### src/rtl/register_file_sb_if.sv
`default_nettype none
// ============================================================================
// Module      : register_file_sb_if
// Description : Bundle of the decode-side (read / reserve) and write-back-side
//               (write / release) signals of the scoreboarded register file.
//               master : pipeline side (decode + write-back) driving requests
//               slave  : register file answering with data and busy status
// Ports       : read_reg1/2, use1/2      -> operand addresses and usage
//               read_data1/2, busy1/2    <- operand data and availability
//               stall, any_busy          <- decode stall, any pending write
//               rsv_en, rsv_reg, rsv_ok  <> destination reservation
//               write, write_reg/_data   -> write-back (also releases)
//               flush                    -> drop all pending reservations
// Revision    : 1.0 - initial release
// ============================================================================
interface register_file_sb_if #(
  parameter int N     = 32,
  parameter int DEPTH = 32
);
  localparam int ADDR_W = $clog2(DEPTH);

  logic [ADDR_W-1:0] read_reg1;
  logic [ADDR_W-1:0] read_reg2;
  logic [N-1:0]      read_data1;
  logic [N-1:0]      read_data2;
  logic              use1;
  logic              use2;
  logic              busy1;
  logic              busy2;
  logic              stall;
  logic              rsv_en;
  logic [ADDR_W-1:0] rsv_reg;
  logic              rsv_ok;
  logic              write;
  logic [ADDR_W-1:0] write_reg;
  logic [N-1:0]      write_data;
  logic              flush;
  logic              any_busy;

  modport master (
    output read_reg1, read_reg2, use1, use2,
    output rsv_en, rsv_reg, write, write_reg, write_data, flush,
    input  read_data1, read_data2, busy1, busy2, stall, rsv_ok, any_busy
  );

  modport slave (
    input  read_reg1, read_reg2, use1, use2,
    input  rsv_en, rsv_reg, write, write_reg, write_data, flush,
    output read_data1, read_data2, busy1, busy2, stall, rsv_ok, any_busy
  );
endinterface
`default_nettype wire

### src/rtl/register_file_sb.sv
`default_nettype none
// ============================================================================
// Module      : register_file_sb
// Description : Two-read-port register file with write-through bypass and a
//               per-register pending-write counter (scoreboard). Decode
//               reserves a destination, write-back releases it; the counter
//               drives operand busy and decode stall indications.
// Ports       : clk  - rising-edge clock
//               rst  - synchronous active-low reset
//               bus  - register_file_sb_if.slave (read, reserve, write-back,
//                      flush, busy/stall status)
// Parameters  : N        data width
//               DEPTH    number of registers (power of two, >= 2)
//               CNT_W    pending counter width (max 2^CNT_W-1 outstanding)
//               ZERO_REG 1 = register 0 reads zero, never written or busy
// Revision    : 1.0 - initial release
// ============================================================================
module register_file_sb #(
  parameter int N        = 32,
  parameter int DEPTH    = 32,
  parameter int CNT_W    = 2,
  parameter int ZERO_REG = 1
) (
  input  logic             clk,
  input  logic             rst,
  register_file_sb_if.slave bus
);

  localparam int               ADDR_W  = $clog2(DEPTH);
  localparam logic [CNT_W-1:0] CNT_MAX = '1;
  localparam logic [CNT_W-1:0] CNT_ONE = CNT_W'(1);

  // Register 0 is treated as a constant only when ZERO_REG is set.
  function automatic logic is_zero_reg(input logic [ADDR_W-1:0] a);
    return (ZERO_REG != 0) && (a == '0);
  endfunction

  // --------------------------------------------------------------------------
  // State
  // --------------------------------------------------------------------------
  logic [N-1:0]     mem_q [DEPTH];
  logic [N-1:0]     mem_d [DEPTH];
  logic [CNT_W-1:0] cnt_q [DEPTH];
  logic [CNT_W-1:0] cnt_d [DEPTH];

  logic [DEPTH-1:0] busy_state;

  // --------------------------------------------------------------------------
  // Write-back / reservation qualification
  // --------------------------------------------------------------------------
  logic wr_store;      // write-back lands in storage
  logic rel_en;        // write-back retires one pending count
  logic rsv_sat;       // reserved register already at max outstanding writes
  logic rsv_rel_same;  // the saturated register is being released this cycle
  logic rsv_ok;        // reservation accepted
  logic rsv_count;     // accepted reservation that actually bumps a counter

  always_comb begin
    wr_store     = bus.write && !is_zero_reg(bus.write_reg);
    rel_en       = bus.write && (cnt_q[bus.write_reg] != '0);
    rsv_sat      = (cnt_q[bus.rsv_reg] == CNT_MAX);
    rsv_rel_same = rel_en && (bus.write_reg == bus.rsv_reg);
    // A saturated register can still take a reservation when one of its
    // outstanding writes retires in the same cycle (net count unchanged).
    rsv_ok       = bus.rsv_en && !bus.flush && !(rsv_sat && !rsv_rel_same);
    rsv_count    = rsv_ok && !is_zero_reg(bus.rsv_reg);
  end

  always_comb begin
    busy_state = '0;
    for (int r = 0; r < DEPTH; r++) begin
      busy_state[r] = (cnt_q[r] != '0);
    end
  end

  // --------------------------------------------------------------------------
  // Read ports
  // --------------------------------------------------------------------------
  logic [ADDR_W-1:0] rd_addr [2];
  logic [N-1:0]      rd_data [2];
  logic [1:0]        rd_busy;

  assign rd_addr[0] = bus.read_reg1;
  assign rd_addr[1] = bus.read_reg2;

  always_comb begin
    rd_busy = '0;
    for (int p = 0; p < 2; p++) begin
      rd_data[p] = mem_q[rd_addr[p]];
      if (is_zero_reg(rd_addr[p])) begin
        rd_data[p] = '0;
      end else if (bus.write && (bus.write_reg == rd_addr[p])) begin
        rd_data[p] = bus.write_data;
      end

      // The last outstanding write arriving now is covered by the bypass,
      // unless a younger reservation of the same register is accepted in
      // the same cycle (the counter then stays at one).
      rd_busy[p] = busy_state[rd_addr[p]] &&
                   !(bus.write && (bus.write_reg == rd_addr[p]) &&
                     (cnt_q[rd_addr[p]] == CNT_ONE) &&
                     !(rsv_ok && (bus.rsv_reg == rd_addr[p])));
    end
  end

  assign bus.read_data1 = rd_data[0];
  assign bus.read_data2 = rd_data[1];
  assign bus.busy1      = rd_busy[0];
  assign bus.busy2      = rd_busy[1];
  assign bus.stall      = (bus.use1 && rd_busy[0]) || (bus.use2 && rd_busy[1]);
  assign bus.rsv_ok     = rsv_ok;
  // Pure state view: same-cycle releases are deliberately not bypassed here.
  assign bus.any_busy   = |busy_state;

  // --------------------------------------------------------------------------
  // Next state
  // --------------------------------------------------------------------------
  always_comb begin
    for (int r = 0; r < DEPTH; r++) begin
      mem_d[r] = mem_q[r];
      if (wr_store && (bus.write_reg == ADDR_W'(r))) begin
        mem_d[r] = bus.write_data;
      end

      if (bus.flush) begin
        cnt_d[r] = '0;
      end else begin
        cnt_d[r] = cnt_q[r]
                 + CNT_W'(rsv_count && (bus.rsv_reg == ADDR_W'(r)))
                 - CNT_W'(rel_en && (bus.write_reg == ADDR_W'(r)));
      end
    end
  end

  always_ff @(posedge clk) begin
    if (!rst) begin
      for (int r = 0; r < DEPTH; r++) begin
        mem_q[r] <= '0;
        cnt_q[r] <= '0;
      end
    end else begin
      for (int r = 0; r < DEPTH; r++) begin
        mem_q[r] <= mem_d[r];
        cnt_q[r] <= cnt_d[r];
      end
    end
  end

endmodule
`default_nettype wire

### src/flat_wrapper.sv
// flat-port wrapper written by rule: the top's interface ports become plain ports
module register_file_sb_flat 
#(
  parameter int N        = 32,
  parameter int DEPTH    = 32,
  parameter int CNT_W    = 2,
  parameter int ZERO_REG = 1
)
  (clk, rst, bus_read_reg1, bus_read_reg2, bus_use1, bus_use2, bus_rsv_en, bus_rsv_reg, bus_write, bus_write_reg, bus_write_data, bus_flush, bus_read_data1, bus_read_data2, bus_busy1, bus_busy2, bus_stall, bus_rsv_ok, bus_any_busy);
  register_file_sb_if #(.N(N), .DEPTH(DEPTH)) bus_i ();
  input  logic clk;
  input  logic rst;
  input wire logic [$bits(bus_i.read_reg1)-1:0] bus_read_reg1;
  input wire logic [$bits(bus_i.read_reg2)-1:0] bus_read_reg2;
  input wire logic [$bits(bus_i.use1)-1:0] bus_use1;
  input wire logic [$bits(bus_i.use2)-1:0] bus_use2;
  input wire logic [$bits(bus_i.rsv_en)-1:0] bus_rsv_en;
  input wire logic [$bits(bus_i.rsv_reg)-1:0] bus_rsv_reg;
  input wire logic [$bits(bus_i.write)-1:0] bus_write;
  input wire logic [$bits(bus_i.write_reg)-1:0] bus_write_reg;
  input wire logic [$bits(bus_i.write_data)-1:0] bus_write_data;
  input wire logic [$bits(bus_i.flush)-1:0] bus_flush;
  output wire logic [$bits(bus_i.read_data1)-1:0] bus_read_data1;
  output wire logic [$bits(bus_i.read_data2)-1:0] bus_read_data2;
  output wire logic [$bits(bus_i.busy1)-1:0] bus_busy1;
  output wire logic [$bits(bus_i.busy2)-1:0] bus_busy2;
  output wire logic [$bits(bus_i.stall)-1:0] bus_stall;
  output wire logic [$bits(bus_i.rsv_ok)-1:0] bus_rsv_ok;
  output wire logic [$bits(bus_i.any_busy)-1:0] bus_any_busy;
  assign bus_i.read_reg1 = bus_read_reg1;
  assign bus_i.read_reg2 = bus_read_reg2;
  assign bus_i.use1 = bus_use1;
  assign bus_i.use2 = bus_use2;
  assign bus_i.rsv_en = bus_rsv_en;
  assign bus_i.rsv_reg = bus_rsv_reg;
  assign bus_i.write = bus_write;
  assign bus_i.write_reg = bus_write_reg;
  assign bus_i.write_data = bus_write_data;
  assign bus_i.flush = bus_flush;
  assign bus_read_data1 = bus_i.read_data1;
  assign bus_read_data2 = bus_i.read_data2;
  assign bus_busy1 = bus_i.busy1;
  assign bus_busy2 = bus_i.busy2;
  assign bus_stall = bus_i.stall;
  assign bus_rsv_ok = bus_i.rsv_ok;
  assign bus_any_busy = bus_i.any_busy;
  register_file_sb #(.N(N), .DEPTH(DEPTH), .CNT_W(CNT_W), .ZERO_REG(ZERO_REG)) u_core (.clk(clk), .rst(rst), .bus(bus_i));
endmodule
### config.mk
export PLATFORM = sky130hd
export DESIGN_NAME = register_file_sb_flat
export DESIGN_NICKNAME = d
export VERILOG_FILES = /design/src/rtl/register_file_sb_if.sv /design/src/rtl/register_file_sb.sv /design/src/flat_wrapper.sv
export SDC_FILE = /design/constraint.sdc
export NUM_CORES = 2
export LEC_CHECK = 0
export BUFFER_PORTS_ARGS = -buffer_cell sky130_fd_sc_hd__buf_2
export CAP_MARGIN = 20
export CORE_MARGIN = 5
export CORE_UTILIZATION = 60
export CTS_BUF_LIST = sky130_fd_sc_hd__clkbuf_4
export DETAILED_ROUTE_END_ITERATION = 8
export PLACE_DENSITY_LB_ADDON = 0.05
export SLEW_MARGIN = 30
export SYNTH_ARGS = -nofsm -noshare
export SYNTH_HDL_FRONTEND = slang
export SYNTH_SLANG_ARGS = --single-unit
### constraint.sdc
create_clock -name clk -period 10.55 [get_ports clk]
set_input_delay 1.055 -clock clk [delete_from_list [all_inputs] [get_ports clk]]
set_output_delay 1.055 -clock clk [all_outputs]
set_load 0.05 [all_outputs]
# Word-level counts from Yosys, hierarchy flattened

Memory sizes are Yosys's and may differ from the RTL's.
Cells that the tools add are included.
W data, S select, Z words.

Flip-flop bits (word level): 0
Bits of input ports: 59
Logic and storage cells: 567
Memories kept: 2
Output and inout port bits: 69
Memory bits (writable): 1,088

Memories:

| name         | depth | bits a word | read ports | clocked after memory_dff | wr ports | line                   | text |
|---|---|---|---|---|---|---|---|
| u_core.mem_q | 32    | 32          | 2          | 0                        | 32       | register_file_sb.sv:41 | `logic [N-1:0] mem_q [DEPTH];` |
| u_core.cnt_q | 32    | 2           | 36         | 0                        | 32       | register_file_sb.sv:43 | `logic [CNT_W-1:0] cnt_q [DEPTH];` |

Eq/ne operators: 102
Multiplexer cells: 138
Order comparisons: 2
Reduce and logical (&&, ||, !) cells: 195
Add/sub/neg operators: 64
Bitwise gates (word level): 64

Operator list:

| kind                 | count |
|---|---|
| $mux W32             | 68 |
| $eq A5 B5 Y1 const B | 32 |
| $mux W2              | 64 |
| $logic_and A1 B1 Y1  | 115 |
| $eq A5 B4 Y1 const B | 16 |
| $reduce_bool A2 Y1   | 33 |
| $add A2 B1 Y2        | 32 |
| $or A1 B1 Y1         | 64 |
| $reduce_and A2 Y1    | 32 |
| $sub A2 B1 Y2        | 32 |
| $eq A5 B3 Y1 const B | 8 |
| $ne A1 B1 Y1 const B | 32 |
| $reduce_or A32 Y1    | 1 |
| $eq A5 B5 Y1         | 5 |
| $eq A5 B2 Y1 const B | 4 |
| $logic_not A5 Y1     | 4 |
| $lt A5 B6 Y1 const B | 2 |
| $bmux W1 S5          | 2 |
| $eq A5 B1 Y1 const B | 2 |
| $logic_not A1 Y1     | 9 |
| $eq A2 B1 Y1 const B | 2 |
| $mux W1              | 4 |
| $eq A2 B2 Y1 const B | 1 |
| $logic_or A1 B1 Y1   | 1 |

# Logic depth before layout (Yosys ltp)

An unclocked memory read counts as a cell.

Depth after elaboration: 15
Gate-level depth with buffers: 15
Depth with buffers taken out: 13

# Worst setup path before layout

No wires, ideal clock.

Path type: input to output
Start point: input port bus_read_reg1[3]
End point: output port bus_stall
Slack: 5.527 ns
Data required time: 9.495 ns
Path buffers: 2
Arrival time: 3.968 ns
Cell stages on the path: 7
Path through: buf_6 > buf_6 > mux4_2 > mux4_2 > mux2_2 > a31oi_1 > a22o_1

Cells in the longest elaborated chain, start to end: 8
Elaborated cells between the ends (all ways): 15
Classes of those cells: eq/ne (3); mux (2); reduce/logical (9); memory (1)

Ends and longest elaborated chain:

| element                                                        | line                                             | text |
|---|---|---|
| from (decl)                                                    | flat_wrapper.sv:13                               | `input wire logic [$bits(bus_i.read_reg1)-1:0] bus_read_reg1;` |
| $mem_v2 Z32 W2, or another cell as far along                   | --                                               |  |
| $eq A2 B1 Y1, or another cell as far along                     | register_file_sb.sv:101                          | `(cnt_q[rd_addr[p]] == CNT_ONE) &&` |
| $logic_and A1 B1 Y1 / $logic_not A1 Y1 (equally long branches) | register_file_sb.sv:100, register_file_sb.sv:102 |  |
| $logic_and A1 B1 Y1                                            | register_file_sb.sv:101                          |  |
| $logic_not A1 Y1                                               | register_file_sb.sv:100                          | `!(bus.write && (bus.write_reg == rd_addr[p]) &&` |
| $logic_and A1 B1 Y1 (*)                                        | register_file_sb.sv:99                           | `rd_busy[p] = busy_state[rd_addr[p]] &&` |
| via bus_busy1                                                  | flat_wrapper.sv:25                               | `output wire logic [$bits(bus_i.busy1)-1:0] bus_busy1;` |
| $logic_and A1 B1 Y1 (*)                                        | register_file_sb.sv:110                          | `assign bus.stall = (bus.use1 && rd_busy[0]) \|\| (bus.use2 && rd_busy[1]);` |
| $logic_or A1 B1 Y1 (*)                                         | register_file_sb.sv:110                          |  |
| to (decl)                                                      | flat_wrapper.sv:27                               | `output wire logic [$bits(bus_i.stall)-1:0] bus_stall;` |

The timed path passes the listed nets; every way through them passes the cells marked *. The select of a mux whose other input is x is not followed.

# Final worst setup path

Start point: input port bus_read_reg2[0]
End point: output port bus_read_data2[2]

Cells in the longest elaborated chain, start to end: 4
Elaborated cells between the ends (all ways): 6
Classes of those cells: eq/ne (1); mux (2); reduce/logical (2); memory (1)

Ends and longest elaborated chain:

| element                                                 | line                   | text |
|---|---|---|
| from (decl)                                             | flat_wrapper.sv:14     | `input wire logic [$bits(bus_i.read_reg2)-1:0] bus_read_reg2;` |
| branches (longest 3 deep; another with $mem_v2 Z32 W32) | --                     |  |
| $mux W32 (*)                                            | register_file_sb.sv:90 | `if (is_zero_reg(rd_addr[p])) begin` |
| to (decl)                                               | flat_wrapper.sv:24     | `output wire logic [$bits(bus_i.read_data2)-1:0] bus_read_data2;` |

Every way passes the cells marked *.

==> flow_metrics.py <==
metrics = {
    "run_status": {
        "status": "finished clean",
    },
    "power_and_ir_drop": {
        "power.net_switching_uw": 2810,
        "p_int_uw": 7570,
        "seq_power_share": 0.497,
        "swShare": 0.271,
        "total_power_uw": 10400,
        "p_per_area_nw_per_um2": 166,
        "clockPowerShare": 0.353,
        "ir_drop_v": 0.000125,
        "combPwrFrac": 0.150,
        "p_leak_uw": 0.0217,
    },
    "yosys": {
        "synth_cell_type_count": 51,
        "synth_top_area_frac": 0.539,
        "synth_top_area_cell": "edfxtp_1",
        "synthTopCellsByArea": "edfxtp_1, mux4_2, nor2_1, dfxtp_1, mux2i_1",
        "synthAdderAreaFrac": 0.0140,
        "synth_compound_area_frac": 0.0257,
        "synth-edff-count": 1024,
        "synthCells": 3669,
        "yosys_warnings": 0,
        "muxShareOfSynthArea": 0.273,
        "syn_area_um2": 57100,
        "ys_ff_latch": 1088,
        "synth.avg_cell_area_um2": 15.5,
        "synth-async-reset-ratio": 0,
        "synthXorXnorAreaFrac": 0.0137,
        "synth-main-ff-cell": "edfxtp_1",
        "synthSimpleGateAreaFrac": 0.0790,
        "yosysSeqAreaShare": 0.561,
        "synth_top_family_by_area": "multiplexers",
    },
    "drt": {
        "post-route-drc-count": 0,
        "vias": 38400,
        "wl_um": 188000,
        "first_iter_violations": 6406,
        "drt-pass1-iter-count": 5,
        "postRouteAntennaNets": 0,
        "vias_per_cell": 7.23,
        "routedWlPerCell_um": 35.4,
    },
    "critical_path": {
        "cp.arrival_ns": 4.99,
        "cp_max_fo": 69,
        "max_stage_delay_ns": 0.66,
        "critPathBufInv": 4,
        "crit_required_ns": 9.50,
        "crit_path_start_kind": "input pin",
        "endpoint_kind": "output pin",
        "cp_slowest_cell": "buf_6",
        "path_cells": "buf_8 > buf_6 > buf_4 > mux4_2 > nor2b_1 > a211oi_1 > a211oi_1 > a21oi_1 > a211oi_1 > buf_2",
        "crit_type": "in -> out",
        "crit_family": "buffers and inverters",
        "critPathMostFrequentCell": "a211oi_1",
    },
    "sta": {
        "hold_viol_final": 0,
        "max_freq_ghz": 0.165,
        "clock_skew_ns": 0.0493,
        "slew_viol_final": 0,
        "finalCritPeriodShare": 0.573,
        "fin_setup_tns_ns": 0,
        "worst_pin_slew_ns": 1.08,
        "setup_violations": 0,
        "slew_headroom": 0.279,
        "min_period_ns": 6.05,
        "rsz0062_at_grt": "false",
    },
    "finish": {
        "drive_gt1_frac": 0.336,
        "n_fill_cell": 6760,
        "area_growth_pct": 9.63,
        "nets": 3998,
        "fin_area_um2": 62500,
    },
    "placement": {
        "io_buffers": 127,
        "dpl_cell_area_um2": 59000,
        "dp_hpwl_um": 101000,
        "gp_congestion": 0.918,
    },
    "die": {
        "initial_utilization": 0.602,
        "fp.dieW_um": 318,
        "design.core.area_um2": 94700,
        "die_h_um": 318,
        "rows": 113,
        "die_area_um2": 101000,
        "ios": 128,
    },
    "clock_network": {
        "cts_setup_buffers": 0,
        "cts_root_buf": "clkbuf_4",
        "cts_buffer_depth": 4,
        "clock_sinks": 1088,
        "clk_pin_slew_worst_paths_ns": 0.06,
        "cts_buffers": 299,
        "cts_resized": 0,
        "clk_latency_ns": 1.14,
        "cts_tree": "yes",
        "ctsHtreeMaxLevel": 5,
        "postCtsHoldBufs": 0,
    },
    "global_routing": {
        "grt_pass1_wl_um": 269000,
        "grt_max_degree": 101,
        "track_usage": 0.371,
        "grt_overflow": 0,
        "grt_pass1_vias": 39500,
        "antenna_found_initial": 6,
    },
    "min_path": {
        "worstHoldPathType": "in -> reg",
    },
    "flow_run": {
        "max_cap_viol_count": 0,
    },
}
[cells by family (layout without fill, tap and decap cells)]
group,Yosys count,count (layout)
simple gates,1026,1026
buf+inv,436,784
xor+xnor,89,89
mux,751,751
fa+ha+maj,64,64
other cells,1,34
flops,1088,1088
compound gates,214,214
[metrics by stage]
stage          setup WS [ns]  cells  hold slack [ns]   util
6_report                4.50   5315            0.395  0.660
5_1_grt                 4.21   5315            0.378  0.660
4_1_cts                 4.23   5312            0.298  0.660
3_5_place_dp            4.24   4837            0.561  0.622
3_3_place_gp            4.24   4834            0.547  0.622
2_1_floorplan           5.53   3701            0.512      -
[final timing paths]
path                            start                  end  slack (ns)  cells after the start
setup reg to reg  u_core.cnt_q[16][1]  u_core.cnt_q[21][1]        6.84                     13
hold reg to reg   u_core.cnt_q[14][1]  u_core.cnt_q[14][1]        0.58                      2
hold / removal              bus_flush  u_core.cnt_q[13][0]        0.40                      3
setup / recovery     bus_read_reg2[0]    bus_read_data2[2]        4.50                     10
[state kept, by name, indices dropped and copies added, names as in the netlist]
register      cells
u_core.cnt_q     64
u_core.mem_q   1024
[area by class of cell]
class / count / area [µm²] / share of cell area
repair buffers: 212 / 1480 / 0.0237
flip-flops and latches: 1088 / 32000 / 0.512
diodes: 1 / 2.50 / 0.0000400
well taps: 1265 / 1580 / 0.0253
clock inverters: 61 / 402 / 0.00642
clock buffers: 414 / 3110 / 0.0497
inverters: 97 / 367 / 0.00586
multi-input cells: 2177 / 23600 / 0.377
[synth_stat cells (2+ instances only)]
cell type,instances
inv_1,96
or4b_1,4
a211oi_1,123
nor4_2,4
mux4_2,643
and2_1,32
o211ai_1,10
xnor2_1,45
buf_2,88
or3_1,2
a2111oi_0,2
nand3_1,36
mux2_2,5
mux2i_1,103
a21oi_1,35
ha_1,64
buf_4,19
nand3b_1,11
buf_6,10
or2_2,2
nor3b_1,4
nor4b_2,4
buf_1,27
o21ai_0,32
or2_0,2
clkbuf_1,195
nand4_1,16
xor2_1,44
nand2b_1,30
edfxtp_1,1024
or4_1,3
nor2b_1,49
nor2_1,713
nor4_1,16
and3_1,2
nor3_1,6
nand2_1,79
nor4b_1,9
a31oi_1,5
dfxtp_1,64
[power by group through the flow]
stage               Combinational [µW]  Clock (µW)  Sequential (µW)
global route                      1610        3960             5190
finish                            1560        3660             5170
floorplan                         1070           0             5190
CTS                               1530        3690             5160
global placement                  1510           0             5210
detailed placement                1530           0             5250
[layer usage]
metal,part of all wire,GRT usage,vias up,wire length (µm)
li1,-,-,15000,-
met3,0.15,0.114,617,28200
met2,0.47,0.577,3339,87900
met1,0.33,0.486,19500,62300
met5,0.00014,0,-,27
met4,0.053,0.174,4,9930
[layout by cell type (no fill, tap or decap), types with 14 or more instances in the layout]
cell,count
nand2b_1,23
nand2_2,14
inv_1,95
ha_1,64
nand4_1,16
nand2_1,62
mux2i_1,103
nor2b_1,49
nor4_1,16
clkinv_1,40
mux4_2,643
xnor2_1,45
a211oi_1,123
edfxtp_1,1024
clkbuf_4,414
and2_1,32
buf_2,116
nor2_1,710
dfxtp_1,64
o21ai_0,18
xor2_1,44
o21ai_4,14
conb_1,33
buf_4,74
nand3_1,25
a21oi_1,35
[worst reg2reg max path, cell delays in order, from the launching register on]
cell      delay (ns)
dfxtp_1         0.40
nor2_1          0.16
mux4_2          0.47
mux2_2          0.30
o211ai_4        0.22
a31oi_4         0.25
buf_4           0.32
or4b_1          0.57
ha_1            0.32
inv_1           0.06
ha_1            0.14
xor2_1          0.17
xnor2_1         0.13
nor2_1          0.05
(Power assumes the default switching activity.)
